==> config.mk <==
export PLATFORM = sky130hd
export DESIGN_NAME = logic_reduce_pipe
export DESIGN_NICKNAME = d
export VERILOG_FILES = /design/src/rtl/logic_gate_pkg.sv /design/src/rtl/pipe_stage.sv /design/src/rtl/logic_reduce_pipe.sv
export SDC_FILE = /design/constraint.sdc
export NUM_CORES = 1
export LEC_CHECK = 0
export CORE_MARGIN = 10
export CORE_UTILIZATION = 30
export CTS_CLUSTER_DIAMETER = 60
export DETAILED_ROUTE_END_ITERATION = 10
export SKIP_LAST_GASP = 1
export SLEW_MARGIN = 20
export SYNTH_ARGS = -nofsm -noshare
export SYNTH_HDL_FRONTEND = slang
export SYNTH_SLANG_ARGS = --single-unit
==> constraint.sdc <==
create_clock -name clk -period 16.5 [get_ports clk]
set_clock_uncertainty 0.2 [all_clocks]
set_input_delay 4.95 -clock clk [delete_from_list [all_inputs] [get_ports clk]]
set_output_delay 4.95 -clock clk [all_outputs]
set_load 0.01 [all_outputs]
==> src/rtl/logic_gate_pkg.sv <==
// rtl/logic_gate_pkg.sv - shared operator codes and helpers for the gate library
// Purpose: operator encoding, identity values and legality check for bitwise gate blocks.
// Ports: none (package).
package logic_gate_pkg;

    localparam int GATE_OP_W  = 3;
    // Widest lane the identity helper can describe; callers truncate to their width.
    localparam int GATE_MAX_W = 256;

    typedef enum logic [GATE_OP_W-1:0] {
        GATE_AND  = 3'd0,
        GATE_OR   = 3'd1,
        GATE_XOR  = 3'd2,
        GATE_NAND = 3'd3,
        GATE_NOR  = 3'd4,
        GATE_XNOR = 3'd5
    } gate_op_e;

    function automatic logic gate_is_legal(input logic [GATE_OP_W-1:0] op);
        return op <= GATE_XNOR;
    endfunction

    function automatic logic gate_is_inverting(input logic [GATE_OP_W-1:0] op);
        return (op == GATE_NAND) || (op == GATE_NOR) || (op == GATE_XNOR);
    endfunction

    // Value a masked lane takes so it does not disturb the reduction.
    function automatic logic [GATE_MAX_W-1:0] gate_identity(input logic [GATE_OP_W-1:0] op,
                                                             input int width);
        if (op == GATE_AND || op == GATE_NAND)
            return {GATE_MAX_W{1'b1}} >> (GATE_MAX_W - width);
        return '0;
    endfunction

endpackage

==> src/rtl/pipe_stage.sv <==
// rtl/pipe_stage.sv - generic valid/ready register slice
// Purpose: one pipeline register with full backpressure.
// Ports: clk, rst (sync, active-high), in_valid/in_ready/in_data upstream,
//        out_valid/out_ready/out_data downstream; payload width W.
module pipe_stage #(
    parameter int W = 8
) (
    input  logic         clk,
    input  logic         rst,
    input  logic         in_valid,
    output logic         in_ready,
    input  logic [W-1:0] in_data,
    output logic         out_valid,
    input  logic         out_ready,
    output logic [W-1:0] out_data
);

    // Slot frees up in the same cycle the downstream takes the current entry.
    assign in_ready = !out_valid || out_ready;

    always_ff @(posedge clk) begin
        if (rst) begin
            out_valid <= 1'b0;
            out_data  <= '0;
        end else if (in_ready) begin
            out_valid <= in_valid;
            if (in_valid)
                out_data <= in_data;
        end
    end

endmodule

==> src/rtl/logic_reduce_pipe.sv <==
// rtl/logic_reduce_pipe.sv - pipelined N-lane masked bitwise reduction
// Purpose: reduce N_IN lanes with AND/OR/XOR (optionally inverted) through two register stages.
// Ports: clk, rst (sync, active-high); in_valid/in_ready/in_data/in_mask/in_op input stream;
//        out_valid/out_ready/out_data/out_err/out_zero result stream.
module logic_reduce_pipe
    import logic_gate_pkg::*;
#(
    parameter int WIDTH = 8,
    parameter int N_IN  = 4
) (
    input  logic                  clk,
    input  logic                  rst,
    input  logic                  in_valid,
    output logic                  in_ready,
    input  logic [N_IN*WIDTH-1:0] in_data,
    input  logic [N_IN-1:0]       in_mask,
    input  logic [GATE_OP_W-1:0]  in_op,
    output logic                  out_valid,
    input  logic                  out_ready,
    output logic [WIDTH-1:0]      out_data,
    output logic                  out_err,
    output logic                  out_zero
);

    localparam int S1_W = WIDTH + 2;
    localparam int S2_W = WIDTH + 2;

    logic [WIDTH-1:0] ident;
    logic [WIDTH-1:0] lane;
    logic [WIDTH-1:0] acc;
    logic             inv;
    logic             err;

    always_comb begin
        ident = WIDTH'(gate_identity(in_op, WIDTH));
        acc   = ident;
        lane  = '0;
        inv   = gate_is_inverting(in_op);
        err   = !gate_is_legal(in_op);
        for (int i = 0; i < N_IN; i++) begin
            lane = in_mask[i] ? in_data[i*WIDTH +: WIDTH] : ident;
            case (in_op)
                GATE_AND,  GATE_NAND: acc = acc & lane;
                GATE_OR,   GATE_NOR:  acc = acc | lane;
                GATE_XOR,  GATE_XNOR: acc = acc ^ lane;
                default:              acc = '0;
            endcase
        end
        // Illegal ops travel as a zero result with no inversion so stage 2 emits 0.
        if (err) begin
            acc = '0;
            inv = 1'b0;
        end
    end

    logic             s1_valid;
    logic [S1_W-1:0]  s1_data;
    logic             s2_ready;
    logic [WIDTH-1:0] s1_red;
    logic             s1_inv;
    logic             s1_err;
    logic [WIDTH-1:0] s2_result;
    logic [S2_W-1:0]  s2_out;

    pipe_stage #(.W(S1_W)) u_stage1 (
        .clk       (clk),
        .rst       (rst),
        .in_valid  (in_valid),
        .in_ready  (in_ready),
        .in_data   ({acc, inv, err}),
        .out_valid (s1_valid),
        .out_ready (s2_ready),
        .out_data  (s1_data)
    );

    assign {s1_red, s1_inv, s1_err} = s1_data;
    assign s2_result = s1_inv ? ~s1_red : s1_red;

    pipe_stage #(.W(S2_W)) u_stage2 (
        .clk       (clk),
        .rst       (rst),
        .in_valid  (s1_valid),
        .in_ready  (s2_ready),
        .in_data   ({s2_result, (s2_result == '0), s1_err}),
        .out_valid (out_valid),
        .out_ready (out_ready),
        .out_data  (s2_out)
    );

    assign {out_data, out_zero, out_err} = s2_out;

endmodule
==> metrics.md, run 1 <==
| Metric | Value |
|---|---|
| Run status | `finished clean` |
| Multi-input gate area | `3080 um^2` |
| Setup bufs post-CTS | `0` |
| Via Count | `3,472` |
| Pwr Total | `253.1 uW` |
| Final hold slack | `251.5 ps` |
| Avg Cell Area, Syn | `7.683 um^2` |
| Setup crit end | `in_ready` |
| Synth Cell Area | `3834 um^2` |
| First-pass GRT wire length | `15.93 mm` |
| Commonest non-fill, non-tap cell in the layout | `a21oi_1` |
| Total gr overflow | `0` |
| Pins over their slew limit | `0` |
| Buf/Inv on CP | `2` |
| Cells after synthesis | `499` |
| Tmin final | `11,270 ps` |
| Initial antenna violation count | `0` |
| Final setup margin | `5232 ps` |
| Pin count of the biggest net entering global routing | `103` |
| Clock buffer depth | `2` |
| MaxCap Viol Count | `0` |
| Die ar. | `17,700 um^2` |
| Starting DRC count in detailed routing | `154` |
| Die H | `133.0 um` |
| Headroom to the max-slew limit | `33.63%` |
| R2r setup slk | `14,770 ps` |
| Largest stage delay, worst path | `560 ps` |
| Starting Density | `30.50%` |
| Via-to-Cell Ratio | `5.069` |
| RSZ-0062 raised after global routing | `no` |
| Clock sink count | `22` |
| I/O Buffers | `54` |
| Ys Warns | `0` |
| Critical path's top delay family | `buffers and inverters` |
| Die width | `133.0 um` |
| Worst-path clk slew | `50 ps` |
| RR Endpoint | `u_stage2.out_data[1]$_SDFFE_PP0P_` |
| ANT nets after route | `0` |
| Slowest CP cell | `clkdlybuf4s50_1` |
| Most frequent cells in the layout | `77 x a21oi_1, 64 x ha_1, 52 x clkdlybuf4s50_1` |
| Final setup vio count | `0` |
| CP Launch Type | `input port` |
| Clock latency on the worst-skew pair | `260 ps` |
| CP most frequent cell | `clkdlybuf4s50_1` |
| Max FO, Critical Path | `3` |
| CTS Hold Bufs | `0` |
| Synth-to-Final Area Change | `15.47%` |
| Number of buffers created by CTS | `3` |
| Reg2reg start | `u_stage1.out_data[1]$_SDFFE_PP0P_` |
| DRC violation count after routing | `0` |
| FMAX | `0.08875 GHz` |
| Count of cell types in the netlist | `37` |
| Worst setup path startpoint | `out_ready` |
| Filler Cells Inserted | `1,312` |
| Inserted Diodes | `0` |
| IO Pins | `55` |
| Detail Placement HPWL | `6.852 mm` |
| WP data arrival | `6120 ps` |
| Vias in the first global route | `3,521` |
| Hold Vio Cnt, Final | `0` |
| Post-Syn Nets | `606` |
| CP Capture Type | `output pin` |
| Final period util | `68.29%` |
| Main synth FF type | `dfxtp_1` |
| WS Path Type | `in2out` |
| Worst-margin pin slew | `995.5 ps` |
| Seq. cell area | `440.4 um^2` |
| Cell chain of the critical path | `clkdlybuf4s50_1 > nand3b_1 > clkdlybuf4s50_1` |
| EDFF count, synth | `0` |
| Worst r2r path cells | `4` |
| Setup WS pre-CTS | `5222 ps` |
| Core area | `12,570 um^2` |
| P_leak | `0.001890 uW` |
| P per Cell Area | `57.17 nW/um^2` |
| Post_cts resized | `0` |
| Hold/Removal Path Class | `reg2reg` |
| Ys async rst share | `0%` |
| Setup TNS | `0 ps` |
| Rows | `41` |
| Pre-antenna DRT Iters | `4` |
| Crit path required time | `11,350 ps` |
| Total wire length | `8.997 mm` |
| Register area share after synthesis | `11.49%` |
| NumNets Final | `621` |
| Share of cells above drive strength 1 | `6.433%` |
| GRT Total Usage | `10.08%` |
| Root buffer cell | `clkbuf_16` |
| CTS tree | `yes` |
| FF+latch count, synth | `22` |
| Routability Congestion | `0.7461` |
| Clock H-tree levels | `1` |
| Peak VDD IR | `36.02 uV` |
| Avg WL per Cell | `13.13 um` |
| Worst path depth | `3` |
==> cells in the mapped netlist, drive strengths merged (5+ instances only) <==
library cell,count,area [um^2]
buf,30,207.7
o221a,7,78.83
a21oi,77,385.4
a21o,35,262.8
ha,64,800.8
clkbuf,19,71.32
nor2b,6,37.54
nand2b,7,46.30
o21ai,24,120.1
a211oi,20,150.1
o22a,21,183.9
and2,5,31.28
xnor2,9,78.83
nor2,51,224.0
inv,9,33.78
mux2i,16,160.2
dfxtp,22,440.4
a221oi,7,105.1
nand2,24,90.09
o22ai,24,150.1
==> worst min-delay path by stage <==
stage / start / to / cells after the start
floorplan: u_stage1.out_data[0]$_SDFFE_PP0P_ / u_stage2.out_data[0]$_SDFFE_PP0P_ / 2
global placement: u_stage1.out_data[0]$_SDFFE_PP0P_ / u_stage2.out_data[0]$_SDFFE_PP0P_ / 2
detailed placement: u_stage1.out_data[0]$_SDFFE_PP0P_ / u_stage2.out_data[0]$_SDFFE_PP0P_ / 2
CTS: u_stage1.out_data[0]$_SDFFE_PP0P_ / u_stage2.out_data[0]$_SDFFE_PP0P_ / 2
global route: u_stage2.out_data[1]$_SDFFE_PP0P_ / u_stage2.out_data[1]$_SDFFE_PP0P_ / 2
finish: u_stage1.out_data[0]$_SDFFE_PP0P_ / u_stage2.out_data[0]$_SDFFE_PP0P_ / 2
==> flip-flops by register name, indices dropped and copies added (netlist names) <==
signal	flops
u_stage1.out_data	10
u_stage2.out_data	10
u_stage1.out_valid	1
u_stage2.out_valid	1
==> routing by layer <==
| layer | global-route usage (%) | vias to the layer above | part of all wire (%) |
|---|---|---|---|
| met4 | 2.567 | 0 | 1.1 |
| met3 | 1.817 | 9 | 4.7 |
| met2 | 17.18 | 64 | 45 |
| met1 | 12.70 | 1510 | 49 |
| li1 | - | 1889 | - |
| met5 | 0 | - | 0 |
==> kinds of logic (layout without fill, tap and decap cells) <==
kind of cell / after synthesis / in the layout / share of synthesized area, %
AO/OA/AOI/OAI: 227 / 227 / 40.14
multiplexers: 18 / 18 / 4.765
adder cells (fa/ha/maj): 64 / 64 / 20.89
buffers and inverters: 58 / 72 / 8.160
XOR/XNOR: 9 / 9 / 2.056
flip-flops: 22 / 22 / 11.49
AND/OR/NAND/NOR: 101 / 101 / 12.50
==> cell type report <==
class                           count  area share (%)
Tap cell                          172           4.861
Timing Repair Buffer               59           12.83
Sequential cell                    22           9.949
Multi-Input combinational cell    419           69.59
Inverter                            9          0.7631
Clock buffer                        4           2.007
==> power breakdown <==
group | internal (uW) | switching (uW) | total, uW | leakage, uW
Clock | 37.0 | 18.8 | 55.8 | 0.0000442
Combinational | 65.7 | 71.2 | 137 | 0.00166
Sequential | 56.9 | 3.56 | 60.5 | 0.000181
==> per-stage QoR <==
| stage | utilization, % | instance area, um^2 | std cells |
|---|---|---|---|
| 2_1_floorplan | - | 3834 | 499 |
| 3_3_place_gp | 34.51 | 4338 | 681 |
| 3_5_place_dp | 34.51 | 4338 | 681 |
| 4_1_cts | 35.22 | 4427 | 685 |
| 5_1_grt | 35.22 | 4427 | 685 |
| 6_report | 35.22 | 4427 | 685 |
==> tightest hold or removal path, cell delays in order (launching register included) <==
cell and delay, ps:
dfxtp_1 310, nand2_1 50, a21oi_1 50
No activity file was read; power rests on OpenSTA's default activity.
==> run 2, diff against run 1 <==
==> constraint.sdc (replaced) <==
create_clock -name clk -period 9.1 [get_ports clk]
set_clock_uncertainty 0.2 [all_clocks]
set_input_delay 2.73 -clock clk [delete_from_list [all_inputs] [get_ports clk]]
set_output_delay 2.73 -clock clk [all_outputs]
set_load 0.01 [all_outputs]
==> run 2 against run 1 <==
First-iteration DRC count increased by 55%. Cell count unchanged. Hold slack improved by 3.7 ps. Sequential power increased by 82%. Die area unchanged. Sequential cell count unchanged. Critical endpoint is now u_stage1.out_data[9]$_SDFFE_PP0P_.
==> metrics.md, run 2 (synthesis results as in run 1) <==
| Metric | Value |
|---|---|
| MaxCap Viol Count | `0` |
| Starting DRC count in detailed routing | `239` |
| Clock latency on the worst-skew pair | `250 ps` |
| P per Cell Area | `108.1 nW/um^2` |
| Via-to-Cell Ratio | `5.254` |
| Avg WL per Cell | `13.83 um` |
| CP Launch Type | `input port` |
| Setup WS pre-CTS | `1061 ps` |
| Pin count of the biggest net entering global routing | `102` |
| Run status | `finished clean` |
| DRC violation count after routing | `0` |
| Pins over their slew limit | `0` |
| GRT Total Usage | `10.51%` |
| Die width | `133.0 um` |
| CP Capture Type | `flop` |
| CTS tree | `yes` |
| Initial antenna violation count | `0` |
| Vias in the first global route | `3,398` |
| Finished Core Util | `35.35%` |
| P_leak | `0.001897 uW` |
| Pwr Total | `480.3 uW` |
| Post_cts resized | `0` |
| Critical path's top delay family | `compound AO/OA/AOI/OAI gates` |
| Tmin final | `7810 ps` |
| Die ar. | `17,700 um^2` |
| CTS Hold Bufs | `0` |
| Headroom to the max-slew limit | `33.65%` |
| I/O Buffers | `54` |
| Starting Density | `30.50%` |
| First-pass GRT wire length | `16.47 mm` |
| Clock buffer depth | `2` |
| ANT nets after route | `0` |
| NumNets Final | `621` |
| Synth-to-Final Area Change | `15.89%` |
| Max FO, Critical Path | `16` |
| Seq. cell area | `440.4 um^2` |
| Largest stage delay, worst path | `430 ps` |
| Routability Congestion | `0.7797` |
| Setup bufs post-CTS | `0` |
| Slowest CP cell | `clkdlybuf4s50_1` |
| Setup TNS | `0 ps` |
| Buf/Inv on CP | `1` |
| Commonest non-fill, non-tap cell in the layout | `a21oi_1` |
| Hold/Removal Path Class | `reg2reg` |
| WP data arrival | `7760 ps` |
| Number of buffers created by CTS | `3` |
| Core area | `12,570 um^2` |
| Clock sink count | `22` |
| IO Pins | `55` |
| WS Path Type | `in2reg` |
| Filler Cells Inserted | `1,310` |
| Inserted Diodes | `0` |
| Regs by FF count | `u_stage1.out_data (10), u_stage2.out_data (10)` |
| Total wire length | `9.475 mm` |
| Final setup vio count | `0` |
| Hold Vio Cnt, Final | `0` |
| Worst-path clk slew | `60 ps` |
| Crit path required time | `9050 ps` |
| Root buffer cell | `clkbuf_16` |
| Die H | `133.0 um` |
| Peak VDD IR | `98.66 uV` |
| Final setup margin | `1290 ps` |
| Total gr overflow | `0` |
| Final period util | `85.82%` |
| Rows | `41` |
| FMAX | `0.1280 GHz` |
| Multi-input gate area | `3080 um^2` |
| Share of cells above drive strength 1 | `6.433%` |
| RSZ-0062 raised after global routing | `no` |
| Clock H-tree levels | `1` |
| Via Count | `3,599` |
| Most frequent cells in the layout | `77 x a21oi_1, 64 x ha_1, 52 x clkdlybuf4s50_1` |
| Detail Placement HPWL | `7.111 mm` |
| Pre-antenna DRT Iters | `4` |
| Worst-margin pin slew | `995.3 ps` |
[run 2: cell count changes in the layout (fill, tap and decap cells not counted), sizes merged]
cell,previous run,this run
clkbuf,4,3
bufinv,0,1
[run 2: metrics by stage]
stage / cells / area [um^2] / hold slack, ps
global placement: 681 / 4338 / 243.7
CTS: 685 / 4443 / 256.8
detailed placement: 681 / 4338 / 247.7
finish: 685 / 4443 / 255.2
floorplan: 499 / 3834 / 232.3
global route: 685 / 4443 / 296.6
[run 2: tightest hold or removal path, delay by kind of cell, from the launching register on]
| family | cells | cell delay [ps] |
|---|---|---|
| AO/OA/AOI/OAI | 1 | 50 |
| flip-flops | 1 | 310 |
| AND/OR/NAND/NOR | 1 | 50 |
[run 2: cell type report]
| type | count | area share (%) |
|---|---|---|
| clock buffers | 3 | 1.690 |
| clock inverters | 1 | 0.6759 |
| well taps | 172 | 4.844 |
| flip-flops and latches | 22 | 9.913 |
| repair buffers | 59 | 12.79 |
| multi-input cells | 419 | 69.33 |
| inverters | 9 | 0.7603 |
[run 2: final timing paths]
path,cells after the start,to,slack (ps),startpoint
worst min-delay path,2,u_stage2.out_data[0]$_SDFFE_PP0P_,260,u_stage1.out_data[0]$_SDFFE_PP0P_
worst min register to register,2,u_stage2.out_data[0]$_SDFFE_PP0P_,260,u_stage1.out_data[0]$_SDFFE_PP0P_
worst max register to register,4,u_stage1.out_data[8]$_SDFFE_PP0P_,7340,u_stage1.out_valid$_SDFFE_PP0N_
worst max-delay path,25,u_stage1.out_data[9]$_SDFFE_PP0P_,1290,in_op[1]
[run 2: metal layers]
metal	wire length (um)	track usage [%]
met3	621	2.498
met5	0	0
met4	131	2.139
met1	4597	14.36
met2	4125	16.33
[run 2: where the power goes]
| group | total [uW] | internal [uW] | switching (uW) |
|---|---|---|---|
| Sequential | 110 | 103 | 6.51 |
| Combinational | 250 | 119 | 131 |
| Clock | 120 | 87.2 | 33.0 |
